File: src/rtl/calc_delta_pkg.sv
// Shared definitions for the multi-channel shortest-path angle delta engine.
//   state_e : FSM state encodings (3-bit) for calculate_delta_multi
//   DIR_CW / DIR_CCW : direction codes reported on dir_shortest
package calc_delta_pkg;

  typedef enum logic [2:0] {
    ST_IDLE   = 3'd0,
    ST_CHECK  = 3'd1,
    ST_DIFF   = 3'd2,
    ST_SELECT = 3'd3,
    ST_REPORT = 3'd4
  } state_e;

  localparam logic DIR_CW  = 1'b0;
  localparam logic DIR_CCW = 1'b1;

endpackage

File: src/rtl/angle_shortest_path.sv
// Combinational shortest-path selector for one channel.
// Ports:
//   cw_i        : registered clockwise distance (tgt - cur, wrapped)
//   ccw_i       : registered counter-clockwise distance (cur - tgt, wrapped)
//   delta_o     : the shorter of the two distances
//   dir_o       : DIR_CW when cw is strictly shorter, else DIR_CCW
//   at_target_o : delta_o within DEADBAND counts
module angle_shortest_path
  import calc_delta_pkg::*;
#(
  parameter int ANGLE_W  = 12,
  parameter int DEADBAND = 8
) (
  input  logic [ANGLE_W-1:0] cw_i,
  input  logic [ANGLE_W-1:0] ccw_i,
  output logic [ANGLE_W-1:0] delta_o,
  output logic               dir_o,
  output logic               at_target_o
);

  localparam logic [ANGLE_W-1:0] DB = ANGLE_W'(DEADBAND);

  logic cw_shorter;

  // Strict compare: a half-rotation tie and a zero delta both resolve to CCW.
  assign cw_shorter  = (cw_i < ccw_i);
  assign delta_o     = cw_shorter ? cw_i : ccw_i;
  assign dir_o       = cw_shorter ? DIR_CW : DIR_CCW;
  assign at_target_o = (delta_o <= DB);

endmodule

File: src/rtl/calculate_delta_multi.sv
// Time-multiplexed shortest-path angle delta engine for NUM_CH wheel channels.
// A pass is started from IDLE; inputs are snapshotted on the accepting edge and
// each enabled channel then takes three cycles (CHECK, DIFF, SELECT), each
// disabled channel one (CHECK), followed by a single REPORT cycle.
// Ports:
//   clock, reset_n : clock and asynchronous active-low reset
//   start          : request a pass (only honoured in IDLE)
//   ch_enable      : channels to compute in this pass
//   target_angle   : packed targets, channel i at [i*ANGLE_W +: ANGLE_W]
//   current_angle  : packed encoder readings, same packing
//   busy           : pass in progress
//   delta_angle    : per-channel shortest distance
//   dir_shortest   : per-channel direction (0 = CW, 1 = CCW)
//   at_target      : per-channel delta within DEADBAND
//   ch_updated     : one-cycle pulse when a channel's outputs are refreshed
//   calc_updated   : one-cycle pulse when the pass completes
module calculate_delta_multi
  import calc_delta_pkg::*;
#(
  parameter int ANGLE_W  = 12,
  parameter int NUM_CH   = 4,
  parameter int DEADBAND = 8
) (
  input  logic                      clock,
  input  logic                      reset_n,
  input  logic                      start,
  input  logic [NUM_CH-1:0]         ch_enable,
  input  logic [NUM_CH*ANGLE_W-1:0] target_angle,
  input  logic [NUM_CH*ANGLE_W-1:0] current_angle,
  output logic                      busy,
  output logic [NUM_CH*ANGLE_W-1:0] delta_angle,
  output logic [NUM_CH-1:0]         dir_shortest,
  output logic [NUM_CH-1:0]         at_target,
  output logic [NUM_CH-1:0]         ch_updated,
  output logic                      calc_updated
);

  localparam int IDX_W = (NUM_CH > 1) ? $clog2(NUM_CH) : 1;
  localparam logic [IDX_W-1:0] LAST_IDX = IDX_W'(NUM_CH - 1);

  state_e                    state_q, state_d;
  logic [IDX_W-1:0]          idx_q, idx_d;
  logic [NUM_CH-1:0]         en_snap_q;
  logic [NUM_CH*ANGLE_W-1:0] tgt_snap_q;
  logic [NUM_CH*ANGLE_W-1:0] cur_snap_q;
  logic [ANGLE_W-1:0]        cw_q, ccw_q;
  logic [NUM_CH*ANGLE_W-1:0] delta_q;
  logic [NUM_CH-1:0]         dir_q;
  logic [NUM_CH-1:0]         at_q;
  logic [NUM_CH-1:0]         ch_upd_q;

  logic [ANGLE_W-1:0]        tgt_sel, cur_sel;
  logic [ANGLE_W-1:0]        sel_delta;
  logic                      sel_dir;
  logic                      sel_at;

  assign tgt_sel = tgt_snap_q[int'(idx_q)*ANGLE_W +: ANGLE_W];
  assign cur_sel = cur_snap_q[int'(idx_q)*ANGLE_W +: ANGLE_W];

  angle_shortest_path #(
    .ANGLE_W  (ANGLE_W),
    .DEADBAND (DEADBAND)
  ) u_sel (
    .cw_i        (cw_q),
    .ccw_i       (ccw_q),
    .delta_o     (sel_delta),
    .dir_o       (sel_dir),
    .at_target_o (sel_at)
  );

  always_comb begin
    state_d = state_q;
    idx_d   = idx_q;
    case (state_q)
      ST_IDLE: begin
        if (start) begin
          state_d = ST_CHECK;
          idx_d   = '0;
        end
      end
      ST_CHECK: begin
        if (en_snap_q[idx_q]) begin
          state_d = ST_DIFF;
        end else if (idx_q == LAST_IDX) begin
          state_d = ST_REPORT;
        end else begin
          idx_d = idx_q + 1'b1;
        end
      end
      ST_DIFF: state_d = ST_SELECT;
      ST_SELECT: begin
        if (idx_q == LAST_IDX) begin
          state_d = ST_REPORT;
        end else begin
          state_d = ST_CHECK;
          idx_d   = idx_q + 1'b1;
        end
      end
      ST_REPORT: state_d = ST_IDLE;
      default:   state_d = ST_IDLE;
    endcase
  end

  always_ff @(posedge clock or negedge reset_n) begin
    if (!reset_n) begin
      state_q    <= ST_IDLE;
      idx_q      <= '0;
      en_snap_q  <= '0;
      tgt_snap_q <= '0;
      cur_snap_q <= '0;
      cw_q       <= '0;
      ccw_q      <= '0;
      delta_q    <= '0;
      dir_q      <= '0;
      at_q       <= '0;
      ch_upd_q   <= '0;
    end else begin
      state_q  <= state_d;
      idx_q    <= idx_d;
      ch_upd_q <= '0;
      if ((state_q == ST_IDLE) && start) begin
        en_snap_q  <= ch_enable;
        tgt_snap_q <= target_angle;
        cur_snap_q <= current_angle;
      end
      // Both wrapped distances are registered so the select stage sees only flops.
      if (state_q == ST_DIFF) begin
        cw_q  <= tgt_sel - cur_sel;
        ccw_q <= cur_sel - tgt_sel;
      end
      if (state_q == ST_SELECT) begin
        delta_q[int'(idx_q)*ANGLE_W +: ANGLE_W] <= sel_delta;
        dir_q[idx_q]                            <= sel_dir;
        at_q[idx_q]                             <= sel_at;
        ch_upd_q[idx_q]                         <= 1'b1;
      end
    end
  end

  assign busy         = (state_q != ST_IDLE);
  assign calc_updated = (state_q == ST_REPORT);
  assign delta_angle  = delta_q;
  assign dir_shortest = dir_q;
  assign at_target    = at_q;
  assign ch_updated   = ch_upd_q;

endmodule

File: config.mk
export PLATFORM = sky130hd
export DESIGN_NAME = calculate_delta_multi
export DESIGN_NICKNAME = d
export VERILOG_FILES = /design/src/rtl/calc_delta_pkg.sv /design/src/rtl/angle_shortest_path.sv /design/src/rtl/calculate_delta_multi.sv
export SDC_FILE = /design/constraint.sdc
export NUM_CORES = 1
export LEC_CHECK = 0
export ABC_AREA = 1
export CORE_UTILIZATION = 40
export DETAILED_ROUTE_END_ITERATION = 7
export GPL_TIMING_DRIVEN = 0
export PLACE_DENSITY = 0.62
export SYNTH_ARGS = -nofsm -noshare
export SYNTH_HDL_FRONTEND = slang
export SYNTH_HIERARCHICAL = 1
export SYNTH_SLANG_ARGS = --single-unit
File: constraint.sdc
create_clock -name clock -period 5.23 [get_ports clock]
set_clock_uncertainty 0.1 [all_clocks]
set_input_delay 0.523 -clock clock [delete_from_list [all_inputs] [get_ports clock]]
set_output_delay 0.523 -clock clock [all_outputs]
set_load 0.05 [all_outputs]
==> results of run 1 <==
per-layer routing:
| metal | GRT usage, % | part of all wire (%) | vias up |
|---|---|---|---|
| met2 | 39.0 | 48 | 253 |
| met1 | 29.9 | 45 | 4173 |
| met4 | 7.41 | 2.1 | 0 |
| met3 | 3.69 | 4.7 | 34 |
| li1 | - | - | 4294 |
| met5 | 0 | 0 | - |
final cells by class:
type	count	area, um^2
timing repair buffer	166	1680
sequential	188	4700
multi-input combinational	819	4900
fill	2415	12200
clock buffer	17	425
buffer	51	332
inverter	139	526
tap	330	413
antenna	1	2.50
clock inverter	15	221
worst paths after layout:
path	from	endpoint	slack [ns]	cells after the start
setup / recovery	idx_q[1]	cw_q[8]	1.71	16
hold / removal	delta_angle[44]	delta_angle[44]	0.38	2
setup reg to reg	idx_q[1]	cw_q[8]	1.71	16
hold reg to reg	delta_angle[44]	delta_angle[44]	0.38	2
max in group asynchronous	reset_n	tgt_snap_q[28]	3.53	3
min in group asynchronous	reset_n	ch_updated[2]	0.54	2
worst max-delay path, delay by kind of cell (launching register included):
kind	cells	cell delay (ns)
buf+inv	5	1.11
fa+ha+maj	2	0.67
simple gates	7	0.59
flops	1	0.47
compound gates	2	0.44
synthesized netlist by cell type (2+ instances only):
master     count  area, um^2
nand3_1       49         245
nor2_4         8        90.1
a21o_1         2        15.0
buf_2         18        90.1
buf_6          7        78.8
nand2_2        5        31.3
nand4_1        7        43.8
nor2_1        58         218
or2_2          5        31.3
buf_1          3        11.3
mux2_2        92        1040
inv_2          5        18.8
a22oi_1        8        60.1
o31ai_1        3        22.5
o21ai_1        9        45.0
a2bb2oi_1      2        17.5
xor2_1         8        70.1
a21oi_1       58         290
nand2_4        6        67.6
nand2_1      330        1240
a32oi_1       26         228
nor4_1         2        12.5
inv_1        130         488
a31oi_1        8        50.1
fa_1           2        40.0
ha_1          41         513
nand3b_1      10        75.1
o211ai_1       3        22.5
dfrtp_1      188        4700
buf_4         14         105
clkbuf_1       7        26.3
nor2_2         2        12.5
o21ai_0       66         330
a22o_1         2        17.5
clkinv_1       2        7.51
flip-flops by register name, indices dropped and copies added (netlist names):
name / count
state_q: 3
tgt_snap_q: 48
ccw_q: 11
at_target: 4
dir_shortest: 4
idx_q: 2
delta_angle: 48
cw_q: 12
en_snap_q: 4
ch_updated: 4
cur_snap_q: 48
timing repair:
action	4_1_cts	5_1_grt
hold buffers	1	0
setup endpoints to repair	0	0
hold endpoints to repair	58	0
setup buffers	0	0
kinds of logic (layout without fill, tap and decap cells):
kind of cell | after synthesis | in the layout | synth area share (%)
AOI/OAI and AO/OA | 189 | 189 | 10.6
xor gates and xnor gates | 9 | 9 | 0.753
adders and majority gates | 43 | 43 | 5.28
buffers and inverters | 190 | 388 | 8.19
DFF | 188 | 188 | 45.0
muxes | 92 | 92 | 9.90
other | 0 | 1 | 0
and+or+nand+nor | 486 | 486 | 20.3
metrics by stage:
stage               cells  area (um^2)  hold slack [ns]  worst slack (ns)  setup TNS, ns
floorplan            1197        10500            0.127              2.57              0
global placement     1691        12500            0.362             -4.42        -826.62
detailed placement   1692        12600            0.366              1.75              0
CTS                  1725        13200            0.389              1.71              0
global route         1725        13200            0.399              1.44              0
finish               1726        13200            0.383              1.71              0
==> run_results.csv, run 1 <==
group,metric,value,unit
global_routing,grt_pass1_wl,46900,um
synth,ys_types,46,
floorplan,core_area,0.0254,mm^2
synth,synth_cells,1197,
cells_and_area,final_common_cell,"nand2_1",
floorplan,row_count,58,
routing,num_vias,8754,
cells_and_area,final_cell_mix,"nand2_1 (330), dfrtp_1 (188), clkdlybuf4s50_1 (163)",
timing,fmax,0.284,GHz
routing,drc,0,
floorplan,pin_count,165,
global_routing,overflow,0,
timing,setup_viol,0,
synth,yosysWarnings,6,
clocking,cts_max_level,4,
routing,dr.pass1.iters,5,
clocking,cts_tree,"done",
global_routing,grt_pass1_vias,8746,
timing,relSlewSlack,46.0,%
routing,postRouteAntennaNets,0,
routing,first_iter_violations,558,
timing,layout_min_cycle_time,3.52,ns
clocking,cts_sinks,188,
timing,hold_viol,0,
placed_design,port_buffers,164,
placed_design,dp_hpwl,22800,um
critical_path,cp_cell_sequence,"inv_1 > buf_2 > buf_1 > a21oi_1 > a32oi_1 > inv_1 > ha_1 > fa_1 > inv_1 > nand3_1 > nand3_1 > nand2_1 > nand3_1 > nand2_1 > nand3_1 > nand2_1",
timing,post-route-period-util,67.4,%
global_routing,grt_antenna_before_repair,0,
cells_and_area,syn_to_final_growth,26.2,%
critical_path,cp_max_fo,10,
clocking,post_cts_resized,0,
routing,avgRoutedWirePerCell,17.0,um
global_routing,grt_max_degree,109,
synth,syn_nets,1343,
critical_path,cp-end-kind,"flop",
critical_path,critPathKind,"flop to flop",
floorplan,fp.dieH,164,um
routing,wirelength,29300,um
timing,drv_slew,0,
cells_and_area,drive_gt1_share,14.6,%
clocking,clk_path_buf_depth,2,
critical_path,crit_path_frequent_cell,"nand3_1",
clocking,clockRootBuffer,"clkbuf_16",
synth,synth.avg_cell_area,8.74,um^2
critical_path,cpPeakStageDelay,0.53,ns
synth,ys.flop_type,"dfrtp_1",
timing,worst_pin_slew,0.809,ns
floorplan,die_w,164,um
critical_path,critPathRequiredTime,5.46,ns
global_routing,track_usage,23.0,%
routing,via_per_inst,5.07,
min_path,hp-class,"flop to flop",
synth,synth_edf_count,0,
synth,synth_area,0.0105,mm^2
flow_run,cap_violations,0,
synth,ys_seq_area_share,45.0,%
placed_design,gp_congestion,0.921,
synth,ys_ff_latch,188,
critical_path,cp-start-kind,"flop",
timing,rsz0062_at_grt,"false",
clocking,clock_latency,0.45,ns
clocking,path_clk_slew,0.09,ns
synth,ys_async_sr_fraction,100,%
cells_and_area,fin_nets,1528,
critical_path,cp.arrival,3.76,ns
cells_and_area,finish.utilization,52.0,%
floorplan,start_util,41.2,%
clocking,cts_buffers,17,
critical_path,slowest_stage,"buf_1",
floorplan,die-area,0.0268,mm^2
outcome,status,"finished clean",
Power of run 1 is not shown: default switching activity piles up to over one toggle a cycle in this logic, so the estimate is an artifact.
==> run 2: changes to the inputs <==
--- a/config.mk
+++ b/config.mk
@@ -9,7 +9,7 @@
 export CORE_UTILIZATION = 40
 export DETAILED_ROUTE_END_ITERATION = 7
 export GPL_TIMING_DRIVEN = 0
-export PLACE_DENSITY = 0.62
+export PLACE_DENSITY = 0.65
 export SYNTH_ARGS = -nofsm -noshare
 export SYNTH_HDL_FRONTEND = slang
 export SYNTH_HIERARCHICAL = 1
==> constraint.sdc (replaced) <==
create_clock -name clock -period 3.2 [get_ports clock]
set_clock_uncertainty 0.1 [all_clocks]
set_input_delay 0.32 -clock clock [delete_from_list [all_inputs] [get_ports clock]]
set_output_delay 0.32 -clock clock [all_outputs]
set_load 0.05 [all_outputs]
==> run_results.csv, run 2 (synthesis gave the netlist of run 1 again) <==
group,metric,value,unit
placed_design,gp_congestion,0.943,
cells_and_area,ff_latch_area,0.00471,mm^2
routing,drc,0,
clocking,clk_path_buf_depth,2,
global_routing,grt_pass1_vias,8717,
timing,relSlewSlack,53.1,%
placed_design,placed_cells,1692,
clocking,clockRootBuffer,"clkbuf_16",
critical_path,slowest_stage,"dfrtp_2",
floorplan,start_util,41.2,%
floorplan,die_w,164,um
cells_and_area,drive_gt1_share,16.3,%
critical_path,rrSetupSlack,0.16,ns
floorplan,pin_count,165,
timing,drv_slew,0,
timing,rsz0062_at_grt,"false",
cells_and_area,finish.utilization,52.6,%
critical_path,cp-end-kind,"flop",
cells_and_area,multiInputGateArea,0.00501,mm^2
routing,dr.pass1.iters,5,
routing,postRouteAntennaNets,0,
clocking,path_clk_slew,0.08,ns
floorplan,core_area,0.0254,mm^2
timing,fmax,0.329,GHz
timing,worst_pin_slew,0.704,ns
critical_path,crit_family,"buffers and inverters",
flow_run,cap_violations,0,
cells_and_area,final_cell_mix,"nand2_1 (330), dfrtp_1 (186), clkdlybuf4s50_1 (163)",
critical_path,cp-start-kind,"flop",
global_routing,track_usage,22.3,%
critical_path,setup.worst_path.start,"idx_q[1]",
clocking,cts_sinks,188,
critical_path,cp_cell_sequence,"inv_1 > clkbuf_4 > clkbuf_4 > a32oi_2 > inv_1 > ha_1 > fa_1 > inv_1 > nand3_1 > nand3_1 > nand2_1 > nand3_1 > nand2_1 > nand3_1 > nand2_1",
cells_and_area,syn_to_final_growth,27.8,%
global_routing,grt_antenna_before_repair,1,
routing,num_vias,8851,
critical_path,cp.arrival,3.27,ns
timing,hold_viol,0,
clocking,cts_buffers,17,
placed_design,port_buffers,164,
clocking,cts_tree,"done",
critical_path,critPathRequiredTime,3.43,ns
global_routing,overflow,0,
cells_and_area,final_common_cell,"nand2_1",
routing,avgRoutedWirePerCell,16.8,um
global_routing,grt_pass1_wl,45800,um
clocking,clock_latency,0.45,ns
routing,wirelength,28900,um
floorplan,die-area,0.0268,mm^2
cells_and_area,fin_nets,1528,
floorplan,row_count,58,
critical_path,cpPeakStageDelay,0.43,ns
timing,post-route-period-util,95.0,%
cells_and_area,fill_cells,2378,
min_path,hp-class,"primary input to async pin",
critical_path,crit_path_frequent_cell,"nand3_1",
clocking,cts_max_level,4,
global_routing,grt_max_degree,99,
cells_and_area,fin_cells,1725,
placed_design,dp_hpwl,22700,um
critical_path,cp_max_fo,13,
cells_and_area,diodes,0,
critical_path,cp.depth,15,
critical_path,r2r_cells,15,
critical_path,timing.rr.start,"idx_q[1]",
outcome,status,"finished clean",
critical_path,crit_buf_inv,5,
routing,via_per_inst,5.13,
critical_path,rr_endpoint,"cw_q[8]",
routing,first_iter_violations,549,
timing,layout_min_cycle_time,3.04,ns
timing,setup_viol,0,
floorplan,fp.dieH,164,um
critical_path,critPathKind,"flop to flop",
-- run 2: final cells by class --
class / count / share of cell area, %
buffer: 50 / 2.83
clock buffer: 17 / 3.18
clock inverter: 15 / 1.65
inverter: 139 / 3.95
multi-input combinational: 819 / 37.4
sequential: 188 / 35.2
tap: 330 / 3.09
timing repair buffer: 167 / 12.7
-- run 2: worst register-to-register path, stage by stage, from the launching register on --
cell and delay [ns]:
dfrtp_2 0.43, inv_1 0.11, clkbuf_4 0.21, clkbuf_4 0.26
a32oi_2 0.36, inv_1 0.08, ha_1 0.26, fa_1 0.42
inv_1 0.16, nand3_1 0.09, nand3_1 0.12, nand2_1 0.08
nand3_1 0.07, nand2_1 0.05, nand3_1 0.09, nand2_1 0.05
-- run 2: how the worst max path moves through the flow --
stage,end,slack (ns)
floorplan,cw_q[7],0.54
global placement,cur_snap_q[33],-6.22
detailed placement,ccw_q[7],-0.28
CTS,ccw_q[7],0.02
global route,cw_q[8],0.008
finish,cw_q[8],0.16
-- run 2: per-stage QoR --
stage / hold slack (ns) / setup TNS, ns / setup slack, ns / area, um^2
5_1_grt: 0.352 / 0 / 0.00780 / 13400
2_1_floorplan: -0.0756 / 0 / 0.544 / 10500
3_5_place_dp: 0.262 / -3.05 / -0.278 / 12600
6_report: 0.345 / 0 / 0.162 / 13400
3_3_place_gp: 0.363 / -1168.61 / -6.22 / 12500
4_1_cts: 0.336 / 0 / 0.0157 / 13300
-- run 2: what timing repair did --
action                                  4_1_cts  5_1_grt
pin swaps                                     0        1
resized for setup                            21       30
hold buffers                                  1        0
hold endpoints to repair                     90        0
endpoints found under the setup margin       18       20
setup buffers                                 0        1
-- run 2: metal layers --
layer  GRT usage [%]  routed length [um]
met5               0                  16
met4            7.91                 791
met3            3.43                1420
met2            37.5               13900
met1            29.1               12800
Power of run 2 is left out for the same reason.
==> run 3: changes to the inputs <==
--- a/config.mk
+++ b/config.mk
@@ -6,10 +6,11 @@
 export NUM_CORES = 1
 export LEC_CHECK = 0
 export ABC_AREA = 1
-export CORE_UTILIZATION = 40
+export CORE_UTILIZATION = 51
+export CTS_BUF_LIST = sky130_fd_sc_hd__clkbuf_8
 export DETAILED_ROUTE_END_ITERATION = 7
 export GPL_TIMING_DRIVEN = 0
-export PLACE_DENSITY = 0.65
+export PLACE_DENSITY_LB_ADDON = 0.2
 export SYNTH_ARGS = -nofsm -noshare
 export SYNTH_HDL_FRONTEND = slang
 export SYNTH_HIERARCHICAL = 1
==> run_results.csv, run 3 (synthesis gave the netlist of run 1 again) <==
group,metric,value,unit
outcome,status,"finished clean",
critical_path,setup.worst_path.start,"idx_q[0]",
critical_path,rrSetupSlack,0.18,ns
clocking,cts_max_level,4,
placed_design,dpl_worst_slack,-0.286,ns
placed_design,dp_hpwl,21300,um
floorplan,fp.dieH,145,um
critical_path,crit_buf_inv,4,
floorplan,pin_count,165,
timing,post-route-period-util,94.3,%
routing,first_iter_violations,590,
critical_path,slowest_stage,"dfrtp_2",
critical_path,cpPeakStageDelay,0.48,ns
critical_path,cp-end-kind,"flop",
floorplan,start_util,51.9,%
critical_path,cp.arrival,3.29,ns
timing,relSlewSlack,59.3,%
min_path,hp-class,"primary input to async pin",
global_routing,track_usage,27.3,%
critical_path,cp-start-kind,"flop",
cells_and_area,final_cell_mix,"nand2_1 (330), dfrtp_1 (186), clkdlybuf4s50_1 (163)",
timing,fmax,0.331,GHz
timing,setup_slack,0.182,ns
critical_path,r2r_cells,15,
clocking,cts_buffers,17,
clocking,path_clk_slew,0.11,ns
timing,hold_viol,0,
timing,setup_viol,0,
timing,layout_min_cycle_time,3.02,ns
clocking,cts_sinks,188,
critical_path,timing.rr.start,"idx_q[0]",
critical_path,cp_cell_sequence,"inv_4 > buf_4 > nand2_1 > a32oi_4 > inv_1 > ha_1 > fa_1 > inv_1 > nand3_1 > nand3_1 > nand2_1 > nand3_1 > nand2_1 > nand3_1 > nand2_1",
global_routing,grt_pass1_wl,45000,um
floorplan,row_count,52,
clocking,clockRootBuffer,"clkbuf_8",
clocking,clock_latency,0.49,ns
floorplan,die-area,0.0211,mm^2
critical_path,crit_family,"simple AND/OR/NAND/NOR gates",
timing,drv_slew,0,
cells_and_area,final_cell_area,0.0131,mm^2
timing,worst_pin_slew,0.610,ns
routing,avgRoutedWirePerCell,16.6,um
critical_path,cp.depth,15,
critical_path,cp_max_fo,19,
floorplan,core_area,0.0202,mm^2
cells_and_area,drive_gt1_share,16.2,%
cells_and_area,syn_to_final_growth,25.2,%
critical_path,critPathKind,"flop to flop",
floorplan,die_w,145,um
routing,dr.pass1.iters,5,
flow_run,cap_violations,0,
critical_path,crit_end,"cw_q[8]",
routing,via_per_inst,5.39,
critical_path,rr_endpoint,"cw_q[8]",
routing,postRouteAntennaNets,0,
critical_path,critPathRequiredTime,3.47,ns
routing,wirelength,27800,um
clocking,clk_path_buf_depth,2,
placed_design,placed_area,0.0125,mm^2
cells_and_area,final_common_cell,"nand2_1",
routing,drc,0,
global_routing,overflow,0,
placed_design,gp_congestion,0.930,
routing,num_vias,8986,
global_routing,grt_max_degree,120,
clocking,cts_tree,"done",
placed_design,port_buffers,164,
cells_and_area,fin_nets,1530,
global_routing,grt_pass1_vias,8701,
global_routing,grt_antenna_before_repair,1,
==> run 3: metrics by stage <==
stage	hold WS, ns	instances	setup TNS (ns)	utilization, %
after floorplan	-0.0756	1197	0	-
after global placement	0.363	1631	-1121.22	61.7
after detailed placement	0.205	1632	-2.94	61.9
after CTS	0.276	1664	0	64.4
after global routing	0.306	1668	-0.00927	64.9
final	0.269	1668	0	64.9
==> run 3: area by class of cell <==
| cell class | count | area, um^2 |
|---|---|---|
| tap | 270 | 338 |
| sequential | 188 | 4710 |
| fill | 1731 | 7070 |
| clock inverter | 15 | 195 |
| timing repair buffer | 170 | 1710 |
| inverter | 139 | 528 |
| antenna | 1 | 2.50 |
| multi-input combinational | 819 | 5000 |
| buffer | 49 | 374 |
| clock buffer | 17 | 234 |
==> run 3: worst min path at each step <==
stage,slack [ns],end,cells after the start
finish,0.27,at_target[2],2
global route,0.31,at_target[2],2
CTS,0.28,at_target[2],2
detailed placement,0.21,at_target[2],1
global placement,0.36,delta_angle[44],2
floorplan,-0.08,at_target[0],0
==> run 3: layer usage <==
metal | part of all wire, % | vias to the layer above | GRT usage, % | routed length (um)
met5 | 0 | - | 0 | 0
met3 | 5.6 | 39 | 3.81 | 1550
met1 | 43 | 4295 | 35.5 | 12000
met2 | 49 | 346 | 46.4 | 13500
li1 | - | 4306 | - | -
met4 | 2.7 | 0 | 10.3 | 758
==> run 3: what timing repair did <==
item                                    in CTS  in global routing
hold buffers                                 1                  0
resized for setup                           17                 29
endpoints found under the setup margin      17                 18
pin swaps                                    0                  1
buffers inserted                             0                  4
hold endpoints to repair                    69                  0
Power of run 3 is left out for the same reason.
